$ cat config.mk
export PLATFORM = sky130hd
export DESIGN_NAME = block_dispatcher
export DESIGN_NICKNAME = d
export VERILOG_FILES = /design/src/rtl/block_dispatcher_pkg.sv /design/src/rtl/block_dispatcher_rr.sv /design/src/rtl/block_dispatcher.sv
export SDC_FILE = /design/constraint.sdc
export NUM_CORES = 1
export LEC_CHECK = 0
export BUFFER_PORTS_ARGS = -buffer_cell sky130_fd_sc_hd__buf_2
export CAP_MARGIN = 25
export CORE_ASPECT_RATIO = 1.75
export CORE_UTILIZATION = 25
export DETAILED_ROUTE_END_ITERATION = 12
export PLACE_DENSITY_LB_ADDON = 0.3
export RECOVER_POWER = 25
export SYNTH_ARGS = -nofsm -noshare
export SYNTH_HDL_FRONTEND = slang
export SYNTH_HIERARCHICAL = 1
export SYNTH_SLANG_ARGS = --single-unit
$ cat constraint.sdc
create_clock -name in_clk -period 4.1 [get_ports in_clk]
set_clock_uncertainty 0.1 [all_clocks]
set_input_delay 0.41 -clock in_clk [delete_from_list [all_inputs] [get_ports in_clk]]
set_output_delay 0.41 -clock in_clk [all_outputs]
set_load 0.005 [all_outputs]
$ cat src/rtl/block_dispatcher_pkg.sv
// Block dispatcher shared definitions.
// State codes, default sizing and pointer width helper.
package block_dispatcher_pkg;

  localparam int DEF_NUM_PROC    = 4;
  localparam int DEF_INDEX_WIDTH = 4;

  localparam logic [2:0] S_IDLE     = 3'd0;
  localparam logic [2:0] S_DISPATCH = 3'd1;
  localparam logic [2:0] S_ISSUE    = 3'd2;
  localparam logic [2:0] S_WAIT_ALL = 3'd3;
  localparam logic [2:0] S_DONE     = 3'd4;

  function automatic int ptr_w(int n);
    return (n > 1) ? $clog2(n) : 1;
  endfunction

endpackage

$ cat src/rtl/block_dispatcher_rr.sv
// Round-robin picker: first set mask bit strictly
// after the pointer, wrapping to bit 0.
module rr_picker
  import block_dispatcher_pkg::*;
#(
  parameter int n  = DEF_NUM_PROC,
  parameter int pw = 2
) (
  input  logic [n-1:0]  mask,
  input  logic [pw-1:0] ptr,
  output logic [n-1:0]  grant,
  output logic          valid
);

  logic found;

  always_comb begin
    grant = '0;
    found = 1'b0;
    for (int k = 0; k < n; k++) begin
      if (!found && mask[k] && k > int'(ptr)) begin
        grant[k] = 1'b1;
        found    = 1'b1;
      end
    end
    for (int k = 0; k < n; k++) begin
      if (!found && mask[k]) begin
        grant[k] = 1'b1;
        found    = 1'b1;
      end
    end
  end

  assign valid = |mask;

endmodule

$ cat src/rtl/block_dispatcher.sv
// Hands out C_ij block indices row-major to free
// processors and counts completed blocks.
module block_dispatcher
  import block_dispatcher_pkg::*;
#(
  parameter int num_proc    = DEF_NUM_PROC,
  parameter int index_width = DEF_INDEX_WIDTH
) (
  input  logic                     in_clk,
  input  logic                     in_reset,
  input  logic                     in_start,
  input  logic [index_width-1:0]   in_mu,
  input  logic [num_proc-1:0]      in_index_ack,
  input  logic [num_proc-1:0]      in_result_ready,
  output logic [index_width-1:0]   out_row_index,
  output logic [index_width-1:0]   out_col_index,
  output logic [num_proc-1:0]      out_index_ready,
  output logic                     out_busy,
  output logic                     out_done,
  output logic [2*index_width-1:0] out_block_count
);

  localparam int PW = ptr_w(num_proc);
  localparam int CW = 2 * index_width;

  logic [2:0]             state;
  logic [index_width-1:0] mu_q;
  logic [index_width-1:0] row_q;
  logic [index_width-1:0] col_q;
  logic [num_proc-1:0]    free_q;
  logic [num_proc-1:0]    sel_q;
  logic [num_proc-1:0]    grant;
  logic [num_proc-1:0]    ack_hit;
  logic [num_proc-1:0]    rel;
  logic [PW-1:0]          ptr_q;
  logic [PW-1:0]          grant_idx;
  logic                   grant_valid;
  logic                   last_col;
  logic                   last_row;
  logic [CW-1:0]          count_q;

  rr_picker #(
    .n  (num_proc),
    .pw (PW)
  ) u_pick (
    .mask  (free_q),
    .ptr   (ptr_q),
    .grant (grant),
    .valid (grant_valid)
  );

  always_comb begin
    grant_idx = '0;
    for (int k = 0; k < num_proc; k++) begin
      if (grant[k]) grant_idx = PW'(k);
    end
  end

  // only the selected processor's ack counts
  assign ack_hit  = (state == S_ISSUE) ?
                    (in_index_ack & sel_q) : '0;
  // results from already-free processors are dropped
  assign rel      = ~free_q & in_result_ready;
  assign last_col = col_q == mu_q - 1'b1;
  assign last_row = row_q == mu_q - 1'b1;

  always_ff @(posedge in_clk) begin
    if (in_reset) begin
      state   <= S_IDLE;
      mu_q    <= '0;
      row_q   <= '0;
      col_q   <= '0;
      free_q  <= '1;
      sel_q   <= '0;
      ptr_q   <= PW'(num_proc - 1);
      count_q <= '0;
    end else begin
      free_q  <= (free_q & ~ack_hit) | rel;
      count_q <= count_q + CW'($countones(rel));
      unique case (state)
        S_IDLE: begin
          if (in_start) begin
            mu_q    <= in_mu;
            count_q <= '0;
            row_q   <= '0;
            col_q   <= '0;
            state   <= (in_mu == '0) ?
                       S_DONE : S_DISPATCH;
          end
        end
        S_DISPATCH: begin
          if (grant_valid) begin
            sel_q <= grant;
            ptr_q <= grant_idx;
            state <= S_ISSUE;
          end
        end
        S_ISSUE: begin
          if (|ack_hit) begin
            sel_q <= '0;
            if (last_col) begin
              col_q <= '0;
              if (last_row) begin
                row_q <= '0;
                state <= S_WAIT_ALL;
              end else begin
                row_q <= row_q + 1'b1;
                state <= S_DISPATCH;
              end
            end else begin
              col_q <= col_q + 1'b1;
              state <= S_DISPATCH;
            end
          end
        end
        S_WAIT_ALL: begin
          if (&free_q) state <= S_DONE;
        end
        S_DONE: state <= S_IDLE;
        default: state <= S_IDLE;
      endcase
    end
  end

  assign out_row_index   = row_q;
  assign out_col_index   = col_q;
  assign out_index_ready = (state == S_ISSUE) ? sel_q : '0;
  assign out_busy        = state != S_IDLE;
  assign out_done        = state == S_DONE;
  assign out_block_count = count_q;

endmodule

==> results of run 1 <==
layout make-up:
class | count | area (µm²)
Fill cell | 811 | 5230
Multi-Input combinational cell | 181 | 1230
Sequential cell | 33 | 661
Timing Repair Buffer | 36 | 171
Clock buffer | 7 | 143
Tap cell | 88 | 110
Inverter | 12 | 45.0
Clock inverter | 1 | 30.0
stage by stage:
stage / power, µW / hold slack (ps) / instances / utilization [%]
floorplan: 527 / 353 / 236 / -
global placement: 578 / 381 / 350 / 29.2
detailed placement: 581 / 389 / 350 / 29.2
CTS: 1030 / 272 / 358 / 31.4
global route: 1070 / 295 / 358 / 31.3
finish: 1010 / 279 / 358 / 31.3
sequential cells by signal, summed over array words and instances, names as in the netlist:
| register | flops |
|---|---|
| out_col_index | 4 |
| ptr_q | 2 |
| free_q | 4 |
| mu_q | 4 |
| state | 3 |
| out_block_count | 8 |
| sel_q | 4 |
| out_row_index | 4 |
routing by layer:
metal	up-vias	GRT usage [%]	share of wire (%)	wire length, µm
li1	908	-	-	-
met5	-	0	0	0
met4	0	5.74	1.6	77
met3	4	2.62	3.5	174
met1	845	13.9	42	2070
met2	41	23.2	53	2630
final timing paths:
kind                            cells after the start  slack, ps                  to
worst max-delay path                                8       1530  out_block_count[4]
worst max register to register                      8       1530  out_block_count[4]
worst min-delay path                                3        280           free_q[1]
worst min register to register                      2        400            sel_q[2]
where the power goes:
| group | internal (µW) | total (µW) | switching, µW |
|---|---|---|---|
| Sequential | 338 | 373 | 35.0 |
| Clock | 303 | 440 | 137 |
| Combinational | 83.8 | 200 | 117 |
layout by cell type (no fill, tap or decap), drive strengths merged, types with 5 or more instances in the layout:
master,count
xor2,5
buf,29
nor2,22
nand2,18
inv,12
xnor2,8
nand4b,7
dfxtp,33
nand3,10
nand2b,10
clkbuf,14
nor3,6
a21oi,19
and3,8
nor2b,6
a21o,6
o21ai,6
tightest hold or removal path, stage by stage:
cell and delay (ps):
buf_2 90, o22ai_1 70, nand2b_1 60
cells by family after synthesis:
family	Yosys count	share of synthesized area, %
AND/OR/NAND/NOR	101	28.1
buffers and inverters	22	4.31
AO/OA/AOI/OAI	55	18.8
XOR/XNOR	15	8.19
multiplexers	3	1.52
adder cells (fa/ha/maj)	7	5.58
flip-flops	33	33.5
==> impl_metrics.ini, run 1 <==
[critical_path]
critPathTopFamily = adder cells
cp_slowest_cell = fa_1
critPathRequiredTime_ps = 4160
cp-start-kind = register
critPathMaxStageDelay_ps = 510
crit_top_cell = fa_1
r2r-start = free_q[0]
critPathBufInv = 1
cp_cell_sequence = nand2b_1 -> fa_1 -> inv_1 -> fa_1 -> fa_1 -> nand3_1 -> xor2_1 -> nor2_1
critPathKind = register to register
crit_arrival_ps = 2640
crit_start = free_q[0]
crit_path_end_kind = register
crit_fanout = 9

[clock_tree]
cts_resized = 0
cts_tree = yes
cts_buffers = 5
cts-root-buf = clkbuf_16
cts_setup_buffers = 0
clk_latency_ps = 270
cts_max_level = 2
path_clk_slew_ps = 50
cts_sinks = 33
clock_path_buffers = 2
hold_buffers = 0

[yosys]
syn_area_um2 = 1970
synth_top_area_share_pct = 33.5
ys_top_cells_by_area = dfxtp_1 34%, a21oi_1 4.6%, nor2_1 4.2%, xnor2_1 3.6%, nand2_1 3.4%
ys_async_sr_fraction_pct = 0
synth_edf_count = 0
synthDistinctLibCells = 51
yosys_warnings = 6
synth_seq_cells = 33
yosysMostFrequentCell = dfxtp_1
synth_commonest_cells = 33 x dfxtp_1, 22 x nor2_1, 18 x a21oi_1, 18 x nand2_1, 11 x inv_1
yosysSeqAreaShare_pct = 33.5
synth.avg_cell_area_um2 = 8.36
synth_top_area_cell = dfxtp_1
synth_nets = 258
synth_flop_cell = dfxtp_1
synth_cells = 236

[place]
place_ws_ps = 1520
gp_congestion = 0.756
dp_hpwl_mm = 3.69
placed_cell_area_um2 = 2220
place.port_buffers = 36

[die]
die_w_um = 69.1
rows = 42
die_y_um = 119
dieArea_um2 = 8260
top_level_ports = 37
core_area_um2 = 7620
initial_utilization_pct = 25.9

[sta]
max_slew_margin_pct = 47.4
fmax_mhz = 389
tns_ps = 0
worstMarginPinSlew_ps = 784
setup_violations = 0
min_period_ps = 2570
slew_viol_final = 0
final-hold-violation-count = 0
fin_crit_sh_pct = 62.7
rsz0062_at_grt = false
setup_ws_ps = 1530

[power_and_ir_drop]
powerDensity_nw_per_um2 = 425
leakage_uw = 0.000977
peakVddDrop_v = 0.000178

[status]
status = finished clean

[global_route]
gr-total-overflow = 0
grt_max_degree = 28
grt_pass1_vias = 1775
grt_util_all_layers_pct = 12.8
grt_pass1_wl_mm = 8.46
antenna_found_initial = 0

[drt]
vias = 1798
wl_mm = 4.95
drt_iter0_markers = 78
dr.pass1.iters = 4
vias_per_cell = 5.02
drc = 0
wl_per_cell_um = 13.8
ant_nets = 0

[layout]
finalInstanceArea_um2 = 2390
syn_to_final_growth_pct = 21.0
antenna_cells = 0
num-nets-final = 291
drive_above_1_share_pct = 16.3

[min_path]
hp-start = in_result_ready[1]
hp-class = input pin to register

[job]
max_cap_violations = 0
No activity file was read; power rests on OpenSTA's default activity.
==> inputs of run 2 (changes only) <==
==> constraint.sdc (replaced) <==
create_clock -name in_clk -period 2.4 [get_ports in_clk]
set_clock_uncertainty 0.1 [all_clocks]
set_input_delay 0.24 -clock in_clk [delete_from_list [all_inputs] [get_ports in_clk]]
set_output_delay 0.24 -clock in_clk [all_outputs]
set_load 0.005 [all_outputs]
==> run 2 against run 1 <==
First-iteration DRC count up 14%. Core utilization up 1.0 points. Clock power up 42%. Setup slack worse by 1400 ps. Cell count up 3.6%. Via count up 2.1%. Critical path depth unchanged. Sequential power up 67%. Worst hold slack worse by 170 ps. Non-clock buffer count up 13. Critical path type unchanged. Largest cell class unchanged. Highest routed layer unchanged.
==> impl_metrics.ini, run 2 (synthesized netlist as in run 1, its figures left out) <==
[sta]
fmax_mhz = 442
worstMarginPinSlew_ps = 522
max_slew_margin_pct = 65.2
fin_crit_sh_pct = 94.3
setup_violations = 0
rsz0062_at_grt = false
slew_viol_final = 0
min_period_ps = 2260
final-hold-violation-count = 0
tns_ps = 0

[clock_tree]
cts_tree = yes
cts-root-buf = clkbuf_16
clock_path_buffers = 2
hold_buffers = 0
cts_setup_buffers = 0
cts_max_level = 2
path_clk_slew_ps = 60
cts_resized = 0
cts_buffers = 5
cts_sinks = 33
clk_latency_ps = 280

[critical_path]
critPathKind = register to register
r2r-start = free_q[0]
critPathRequiredTime_ps = 2470
r2r_end = out_block_count[6]
cp_slowest_cell = fa_1
cp-start-kind = register
crit_top_cell = fa_2
critPathBufInv = 1
r2r_slack_ps = 140
critPathTopFamily = adder cells
crit_path_end_kind = register
r2r_cells = 8
crit_arrival_ps = 2340
crit_fanout = 3
critPathMaxStageDelay_ps = 500
cp_cell_sequence = nand2b_4 -> fa_1 -> inv_1 -> fa_2 -> fa_2 -> nand3_1 -> xor2_1 -> nor2_1

[die]
dieArea_um2 = 8260
die_w_um = 69.1
top_level_ports = 37
rows = 42
die_y_um = 119
initial_utilization_pct = 25.9
core_area_um2 = 7620

[drt]
wl_met3_um = 150
dr.pass1.iters = 4
vias_per_cell = 4.95
wl_mm = 5.02
drt_iter0_markers = 89
wl_met1_mm = 2.10
wl_per_cell_um = 13.5
highest_layer = met4
drc = 0
ant_nets = 0
vias = 1835
wl_met2_mm = 2.63

[layout]
instances_no_fill = 371
largest_register_ff_count = 8
final_core_util_pct = 32.3
antenna_cells = 0
num-nets-final = 304
final_cell_mix = 33 x dfxtp_1, 28 x buf_2, 22 x nor2_1, 18 x nand2_1, 18 x a21oi_1
fillers = 819
syn_to_final_growth_pct = 25.0
drive_above_1_share_pct = 21.2
final_common_cell = dfxtp_1

[power_and_ir_drop]
leakage_uw = 0.00103
powerDensity_nw_per_um2 = 666
peakVddDrop_v = 0.000300

[global_route]
gr-total-overflow = 0
grt_pass1_wl_mm = 8.48
grt_pass1_vias = 1818
grt_max_degree = 28
antenna_found_initial = 0
grt_util_all_layers_pct = 12.8

[place]
gp_congestion = 0.736
place_inst = 363
dp_hpwl_mm = 3.82
place.port_buffers = 36

[min_path]
hp-class = input pin to register
holdPathEnd = mu_q[1]
min_path_cells = 3
hp-start = in_mu[1]

[job]
max_cap_violations = 0

[status]
status = finished clean
-- run 2: metrics by stage --
| stage | setup WS (ps) | hold slack, ps | area, µm² | power (µW) |
|---|---|---|---|---|
| after global placement | 33.3 | 372 | 2320 | 1030 |
| after CTS | 0.563 | 102 | 2460 | 1660 |
| final | 137 | 104 | 2460 | 1640 |
| after global routing | 17.5 | 125 | 2460 | 1720 |
| after detailed placement | 13.9 | 376 | 2320 | 1030 |
| after floorplan | 23.4 | 278 | 1970 | 900 |
-- run 2: power breakdown --
part	switching (µW)	leakage (µW)	internal [µW]	total, µW
Clock	243	0.0000696	380	623
Sequential	44.2	0.000268	578	622
Combinational	221	0.000688	176	398
Total	508	0.00103	1130	1640
-- run 2: worst max path at each step --
stage,endpoint,start,cells after the start,slack (ps)
global route,out_block_count[4],free_q[0],8,20
floorplan,out_block_count[6],free_q[0],8,20
detailed placement,out_block_count[6],free_q[0],8,10
finish,out_block_count[6],free_q[0],8,140
CTS,out_block_count[6],free_q[0],8,0.6
global placement,out_block_count[6],free_q[0],8,30
-- run 2: cell type report --
cell class / count / area, µm² / share of cell area (%)
Sequential cell: 33 / 661 / 26.8
Clock inverter: 3 / 17.5 / 0.711
Timing Repair Buffer: 49 / 268 / 10.9
Tap cell: 88 / 110 / 4.47
Clock buffer: 5 / 125 / 5.08
Inverter: 12 / 45.0 / 1.83
Multi-Input combinational cell: 181 / 1240 / 50.3
-- run 2: metal layers --
layer | GRT usage, % | up-vias
met2 | 23.4 | 35
met4 | 6.51 | 0
li1 | - | 927
met3 | 2.03 | 10
met5 | 0 | -
met1 | 14.1 | 863
-- run 2: tightest hold or removal path, cell delays in order --
cell and delay (ps):
buf_2 90, a21oi_1 50, nor2_1 70
